===== src/rtl/dm_pkg.sv =====
// Shared definitions for the data-memory access unit.
//   dm_state_t     - access FSM states
//   F3_*           - load/store size encodings carried in funct3
//   OP_LOAD/STORE  - major opcodes that raise a data-memory request
//   dm_misaligned  - returns 1 when a size/offset pair cannot be serviced
package dm_pkg;

    typedef enum logic [2:0] {
        StIdle  = 3'd0,
        StWrite = 3'd1,
        StRead  = 3'd2,
        StWait  = 3'd3,
        StDone  = 3'd4
    } dm_state_t;

    localparam logic [2:0] F3_B  = 3'b000;
    localparam logic [2:0] F3_H  = 3'b001;
    localparam logic [2:0] F3_W  = 3'b010;
    localparam logic [2:0] F3_BU = 3'b100;
    localparam logic [2:0] F3_HU = 3'b101;

    localparam logic [6:0] OP_LOAD  = 7'b000_0011;
    localparam logic [6:0] OP_STORE = 7'b010_0011;

    // Unknown sizes are rejected the same way as misaligned offsets.
    function automatic logic dm_misaligned(input logic [2:0] funct3,
                                           input logic [1:0] addr_lo);
        logic bad;
        case (funct3)
            F3_B, F3_BU: bad = 1'b0;
            F3_H, F3_HU: bad = addr_lo[0];
            F3_W:        bad = (addr_lo != 2'b00);
            default:     bad = 1'b1;
        endcase
        return bad;
    endfunction

endpackage


===== src/rtl/dm_lane_align.sv =====
// Byte-lane steering for the data-memory access unit (purely combinational).
//   i_funct3     - access size / signedness
//   i_addr_lo    - byte offset within the word
//   i_wdata      - raw store data (rs2)
//   i_rdata_raw  - word read from the SRAM
//   o_sram_di    - store data replicated onto every lane
//   o_sram_web   - active-low byte write enables for the addressed lanes
//   o_load_data  - selected lane(s), sign- or zero-extended
module dm_lane_align
    import dm_pkg::*;
(
    input  logic [2:0]  i_funct3,
    input  logic [1:0]  i_addr_lo,
    input  logic [31:0] i_wdata,
    input  logic [31:0] i_rdata_raw,
    output logic [31:0] o_sram_di,
    output logic [3:0]  o_sram_web,
    output logic [31:0] o_load_data
);

    logic [7:0]  w_byte;
    logic [15:0] w_half;

    // Store path: data is replicated so the enables alone pick the lane.
    always_comb begin
        o_sram_di  = i_wdata;
        o_sram_web = 4'hF;
        case (i_funct3)
            F3_B, F3_BU: begin
                o_sram_di  = {4{i_wdata[7:0]}};
                o_sram_web = ~(4'b0001 << i_addr_lo);
            end
            F3_H, F3_HU: begin
                o_sram_di  = {2{i_wdata[15:0]}};
                o_sram_web = i_addr_lo[1] ? 4'b0011 : 4'b1100;
            end
            F3_W: begin
                o_sram_di  = i_wdata;
                o_sram_web = 4'b0000;
            end
            default: ;
        endcase
    end

    // Load path.
    always_comb begin
        case (i_addr_lo)
            2'd0:    w_byte = i_rdata_raw[7:0];
            2'd1:    w_byte = i_rdata_raw[15:8];
            2'd2:    w_byte = i_rdata_raw[23:16];
            default: w_byte = i_rdata_raw[31:24];
        endcase
        w_half = i_addr_lo[1] ? i_rdata_raw[31:16] : i_rdata_raw[15:0];

        case (i_funct3)
            F3_B:    o_load_data = {{24{w_byte[7]}}, w_byte};
            F3_BU:   o_load_data = {24'h0, w_byte};
            F3_H:    o_load_data = {{16{w_half[15]}}, w_half};
            F3_HU:   o_load_data = {16'h0, w_half};
            default: o_load_data = i_rdata_raw;
        endcase
    end

endmodule


===== src/rtl/dm_access_unit.sv =====
// Data-memory responder: accepts one load/store from EX, stalls the pipeline
// while it drives the single-port word SRAM, and returns extended load data.
//   i_clk, i_rst               - clock, synchronous active-low reset
//   i_req_*                    - request from EX (enable, write, addr, wdata, funct3)
//   o_stall                    - hold the pipeline
//   o_rdata_valid, o_rdata     - one-cycle load completion and its result
//   o_misalign                 - one-cycle rejection of an illegal access
//   o_sram_cs/oe/web/addr/di   - SRAM control, address and write data
//   i_sram_do                  - SRAM read data
module dm_access_unit
    import dm_pkg::*;
#(
    parameter int unsigned ADDR_W = 14,
    parameter int unsigned RD_LAT = 1
) (
    input  logic              i_clk,
    input  logic              i_rst,
    input  logic              i_req_enable,
    input  logic              i_req_write,
    input  logic [31:0]       i_req_addr,
    input  logic [31:0]       i_req_wdata,
    input  logic [2:0]        i_req_funct3,
    output logic              o_stall,
    output logic              o_rdata_valid,
    output logic [31:0]       o_rdata,
    output logic              o_misalign,
    output logic              o_sram_cs,
    output logic              o_sram_oe,
    output logic [3:0]        o_sram_web,
    output logic [ADDR_W-1:0] o_sram_addr,
    output logic [31:0]       o_sram_di,
    input  logic [31:0]       i_sram_do
);

    localparam logic [1:0] LAT_LAST = 2'(RD_LAT - 1);

    dm_state_t         r_state;
    dm_state_t         w_state_d;
    logic [ADDR_W+1:0] r_addr;
    logic [31:0]       r_wdata;
    logic [2:0]        r_funct3;
    logic              r_write;
    logic              r_mis;
    logic [1:0]        r_lat_cnt;
    logic [31:0]       r_rdata;

    logic              w_accept;
    logic              w_req_mis;
    logic              w_lat_last;
    logic [31:0]       w_sram_di;
    logic [3:0]        w_sram_web;
    logic [31:0]       w_load_data;
    logic              w_unused_addr;

    assign w_unused_addr = ^i_req_addr[31:ADDR_W+2];
    assign w_accept      = (r_state == StIdle) && i_req_enable;
    assign w_req_mis     = dm_misaligned(i_req_funct3, i_req_addr[1:0]);
    assign w_lat_last    = (r_lat_cnt == LAT_LAST);

    dm_lane_align u_lane_align (
        .i_funct3    (r_funct3),
        .i_addr_lo   (r_addr[1:0]),
        .i_wdata     (r_wdata),
        .i_rdata_raw (i_sram_do),
        .o_sram_di   (w_sram_di),
        .o_sram_web  (w_sram_web),
        .o_load_data (w_load_data)
    );

    // State register.
    always_ff @(posedge i_clk) begin
        if (!i_rst) begin
            r_state <= StIdle;
        end else begin
            r_state <= w_state_d;
        end
    end

    // Next-state logic. DONE always returns to IDLE: a request still seen
    // there is the one just completed, held by the stalled pipeline.
    always_comb begin
        w_state_d = r_state;
        unique case (r_state)
            StIdle: begin
                if (i_req_enable) begin
                    if (w_req_mis)        w_state_d = StDone;
                    else if (i_req_write) w_state_d = StWrite;
                    else                  w_state_d = StRead;
                end
            end
            StWrite: w_state_d = StDone;
            StRead:  w_state_d = StWait;
            StWait:  if (w_lat_last) w_state_d = StDone;
            StDone:  w_state_d = StIdle;
            default: w_state_d = StIdle;
        endcase
    end

    // Request capture, read-latency counter and load result.
    always_ff @(posedge i_clk) begin
        if (!i_rst) begin
            r_addr    <= '0;
            r_wdata   <= '0;
            r_funct3  <= '0;
            r_write   <= 1'b0;
            r_mis     <= 1'b0;
            r_lat_cnt <= '0;
            r_rdata   <= '0;
        end else begin
            if (w_accept) begin
                r_addr   <= i_req_addr[ADDR_W+1:0];
                r_wdata  <= i_req_wdata;
                r_funct3 <= i_req_funct3;
                r_write  <= i_req_write;
                r_mis    <= w_req_mis;
            end
            if (r_state == StRead) begin
                r_lat_cnt <= '0;
            end else if (r_state == StWait) begin
                r_lat_cnt <= r_lat_cnt + 2'd1;
            end
            if ((r_state == StWait) && w_lat_last) begin
                r_rdata <= w_load_data;
            end
        end
    end

    // Outputs.
    always_comb begin
        o_stall       = 1'b0;
        o_rdata_valid = 1'b0;
        o_misalign    = 1'b0;
        o_sram_cs     = 1'b0;
        o_sram_oe     = 1'b0;
        o_sram_web    = 4'hF;
        o_sram_di     = '0;
        unique case (r_state)
            StIdle: o_stall = i_req_enable;
            StWrite: begin
                o_stall    = 1'b1;
                o_sram_cs  = 1'b1;
                o_sram_web = w_sram_web;
                o_sram_di  = w_sram_di;
            end
            StRead: begin
                o_stall   = 1'b1;
                o_sram_cs = 1'b1;
                o_sram_oe = 1'b1;
            end
            StWait: o_stall = 1'b1;
            StDone: begin
                o_rdata_valid = !r_write && !r_mis;
                o_misalign    = r_mis;
            end
            default: ;
        endcase
    end

    // A rejected access reports zero without disturbing the held result.
    assign o_rdata     = ((r_state == StDone) && r_mis) ? 32'h0 : r_rdata;
    assign o_sram_addr = r_addr[ADDR_W+1:2];

endmodule


===== config.mk =====
export PLATFORM = sky130hd
export DESIGN_NAME = dm_access_unit
export DESIGN_NICKNAME = d
export VERILOG_FILES = /design/src/rtl/dm_pkg.sv /design/src/rtl/dm_lane_align.sv /design/src/rtl/dm_access_unit.sv
export SDC_FILE = /design/constraint.sdc
export NUM_CORES = 1
export LEC_CHECK = 0
export ABC_AREA = 1
export ABC_CLOCK_PERIOD_IN_PS = 2500
export CORE_MARGIN = 3
export CORE_UTILIZATION = 30
export DETAILED_ROUTE_END_ITERATION = 16
export SLEW_MARGIN = 20
export SYNTH_ARGS = -nofsm -noshare
export SYNTH_HDL_FRONTEND = slang
export SYNTH_SLANG_ARGS = --single-unit

===== constraint.sdc =====
create_clock -name i_clk -period 2.5 [get_ports i_clk]
set_input_delay 0.5 -clock i_clk [delete_from_list [all_inputs] [get_ports i_clk]]
set_output_delay 0.5 -clock i_clk [all_outputs]
set_load 0.02 [all_outputs]

==> impl_metrics.env <==
export IMPL_synth_cell_area_um2=4861
export IMPL_gp_congestion=0.8169
export IMPL_antenna_found_initial=0
export IMPL_syn_nets=823
export IMPL_drc_errors=0
export IMPL_synthFlopType="dfxtp_1"
export IMPL_vias=4915
export IMPL_grt_max_degree=43
export IMPL_ys_seq_elements=90
export IMPL_path_cells="nand2_1 > nor2_4 > inv_1 > buf_4 > nor2_1 > dlygate4sd2_1"
export IMPL_io_pins=190
export IMPL_cts_htree_levels=3
export IMPL_netlist_instances=719
export IMPL_ant_nets=0
export IMPL_fmax_ghz=0.4158
export IMPL_start_util=0.3128
export IMPL_drt_iter0_drc=341
export IMPL_io_buffers=173
export IMPL_critPathTopFamily="buffers and inverters"
export IMPL_syn2layout_area_growth_pct=43.81
export IMPL_r2r_start="r_state[2]"
export IMPL_path_buf_inv=3
export IMPL_worstPathRequired_ns=2.00
export IMPL_synth_edf_count=0
export IMPL_leakage_nw=3.414
export IMPL_finalCoreUtilization=0.4498
export IMPL_maxCapViolCount=0
export IMPL_worstHoldPathType="reg2reg"
export IMPL_startpoint="r_state[0]"
export IMPL_wl_per_cell_um=14.20
export IMPL_worstSetupStartpointType="flip-flop"
export IMPL_root_buffer="clkbuf_16"
export IMPL_post_route_min_period_ns=2.405
export IMPL_crit_type="reg2out"
export IMPL_grt_pass1_vias=4575
export IMPL_maxSlewViolCount=0
export IMPL_end_kind="primary output"
export IMPL_placed_area_um2=6718
export IMPL_drt_pass1_iter_count=5
export IMPL_grtUsageTotal=0.1709
export IMPL_clock_sink_count=90
export IMPL_arrival_ns=1.90
export IMPL_mostFrequentLayoutCell="nand2_1"
export IMPL_routed_wl_mm=15.36
export IMPL_n_antenna_cell=0
export IMPL_numCtsBuffers=9
export IMPL_crit_path_max_fanout=17
export IMPL_hold_start="r_wdata[25]"
export IMPL_synth_seq_area_share=0.3707
export IMPL_cp_slowest_stage_delay_ns=0.36
export IMPL_final_setup_tns_ns=0
export IMPL_skew_ns=0.009037
export IMPL_status="complete, no violations"
export IMPL_clock_power_share=0.298
export IMPL_final_cell_mix="147 x nand2_1, 109 x inv_1, 103 x clkdlybuf4s50_1, 89 x dfxtp_1, 85 x a21oi_1"
export IMPL_cts_buffer_depth=2
export IMPL_hpwl_mm=11.36
export IMPL_post_route_period_util=0.9620
export IMPL_layout_drive_gt1_share=0.09414
export IMPL_p_sw_mw=1.914
export IMPL_p_comb_frac=0.365
export IMPL_async_flop_share=0
export IMPL_die_y_um=133.3
export IMPL_finalSetupViolCount=0
export IMPL_grt_overflow=0
export IMPL_cts_reportedPaths_clkPinSlew_ns=0.07
export IMPL_core_area_um2=15540
export IMPL_clock_latency_ns=0.35
export IMPL_finalInstanceArea_um2=6990
export IMPL_cp_slowest_cell="dfxtp_1"
export IMPL_yosysWarnings=0
export IMPL_p_seq_frac=0.337
export IMPL_power_density_nw_per_um2=743.2
export IMPL_rows=45
export IMPL_post_cts_repair_setup_buffers=0
export IMPL_dieArea_um2=17770
export IMPL_postSynthAreaPerCell_um2=6.761
export IMPL_hold_viol_final=0
export IMPL_layout_nets=970
export IMPL_synth_distinct_cells=34
export IMPL_worstMarginPinSlew_ns=0.8223
export IMPL_worst_slew_margin_rel=0.4512
export IMPL_whs_ns=0.4588
export IMPL_vias_per_cell=4.543
export IMPL_vdd_drop_max_v=0.0004024
export IMPL_p_sw_frac=0.3685
export IMPL_grt_pass1_wl_mm=24.42
export IMPL_rsz0062_at_grt="yes"
export IMPL_fp_dieW_um=133.3
export IMPL_intPower_mw=3.281
export IMPL_tritoncts="yes"
[layout make-up]
type / instances / area (um^2)
inverters: 119 / 452.9
clock buffers: 11 / 252.7
fillers: 1652 / 8549
well taps: 211 / 264.0
flip-flops and latches: 90 / 1803
repair buffers: 192 / 1826
multi-input cells: 454 / 2307
clock inverters: 5 / 85.08
[cell usage after synthesis, types with 2 or more instances]
master    count  area (um^2)
buf_6         2        22.52
o21ai_0      44        220.2
o21a_1       13        97.59
clkbuf_1     15        56.30
dfxtp_1      90         1802
nand3_1      43        215.2
a221oi_1      7        61.31
nor2_1       40        150.1
a31oi_1       2        12.51
buf_4        17        127.6
nand2_2       3        18.77
o21ai_1      22        110.1
o21bai_1      7        52.55
nor2_4        6        67.56
buf_2        22        110.1
inv_2         8        30.03
a21oi_1      85        425.4
nand2_1     148        555.5
o21bai_2     10        112.6
nor3_1        4        20.02
inv_1       109        409.1
nand2_4       3        33.78
nand4_1       2        12.51
nor2_2        5        31.28
a211oi_1      3        22.52
[timing repair]
action,in CTS,in global routing
hold buffers,0,0
gates resized for setup,69,15
cloned,0,0
endpoints found under the setup margin,69,9
[power by group through the flow]
stage	sequential (mW)	combinational, mW	clock, mW
2_1_floorplan	1.75	1.28	0
3_3_place_gp	1.78	1.96	0
3_5_place_dp	1.78	1.97	0
4_1_cts	1.75	1.91	1.59
5_1_grt	1.77	2.11	1.64
6_report	1.75	1.90	1.55
[worst paths after layout]
kind	to	slack [ns]	cells past startpoint
worst min-delay path	r_wdata[25]	0.46	2
worst max-delay path	o_sram_di[22]	0.1	6
worst min register to register	r_wdata[25]	0.46	2
worst max register to register	r_rdata[30]	0.77	7
[logic make-up after synthesis]
| group | Yosys count | share of synthesized area |
|---|---|---|
| AND/OR/NAND/NOR | 257 | 0.2342 |
| AO/OA/AOI/OAI | 196 | 0.2348 |
| buffers and inverters | 175 | 0.1578 |
| flip-flops | 90 | 0.3707 |
| adder cells (fa/ha/maj) | 1 | 0.002574 |
[flip-flops by register name, indices dropped and copies added (netlist names)]
register   flops
r_addr        16
r_wdata       32
r_state        3
r_lat_cnt      2
r_rdata       32
r_mis          1
r_write        1
r_funct3       3
[worst register-to-register path, cell delays in order (launching register included)]
cell      delay (ns)
dfxtp_1         0.32
buf_4           0.16
nor2_4          0.12
nand2_2         0.09
nor2_4          0.42
o21ai_0         0.28
o21bai_2        0.18
inv_1           0.05
[per-stage QoR]
step                      total power, mW  setup slack, ns  instances
after floorplan                     3.034           0.5101        719
after CTS                           5.245         0.001534       1082
after global placement              3.741          0.06453       1066
final                               5.195          0.09507       1082
after detailed placement            3.749           0.1121       1066
after global routing                5.526        -0.003231       1082
[per-layer routing]
metal / up-vias / share of wire / track usage
met2: 102 / 0.46 / 0.2709
met1: 2220 / 0.47 / 0.2292
li1: 2575 / - / -
met3: 18 / 0.050 / 0.03512
met5: - / 0 / 0
met4: 0 / 0.022 / 0.06571
No activity file was read; power rests on OpenSTA's default activity.
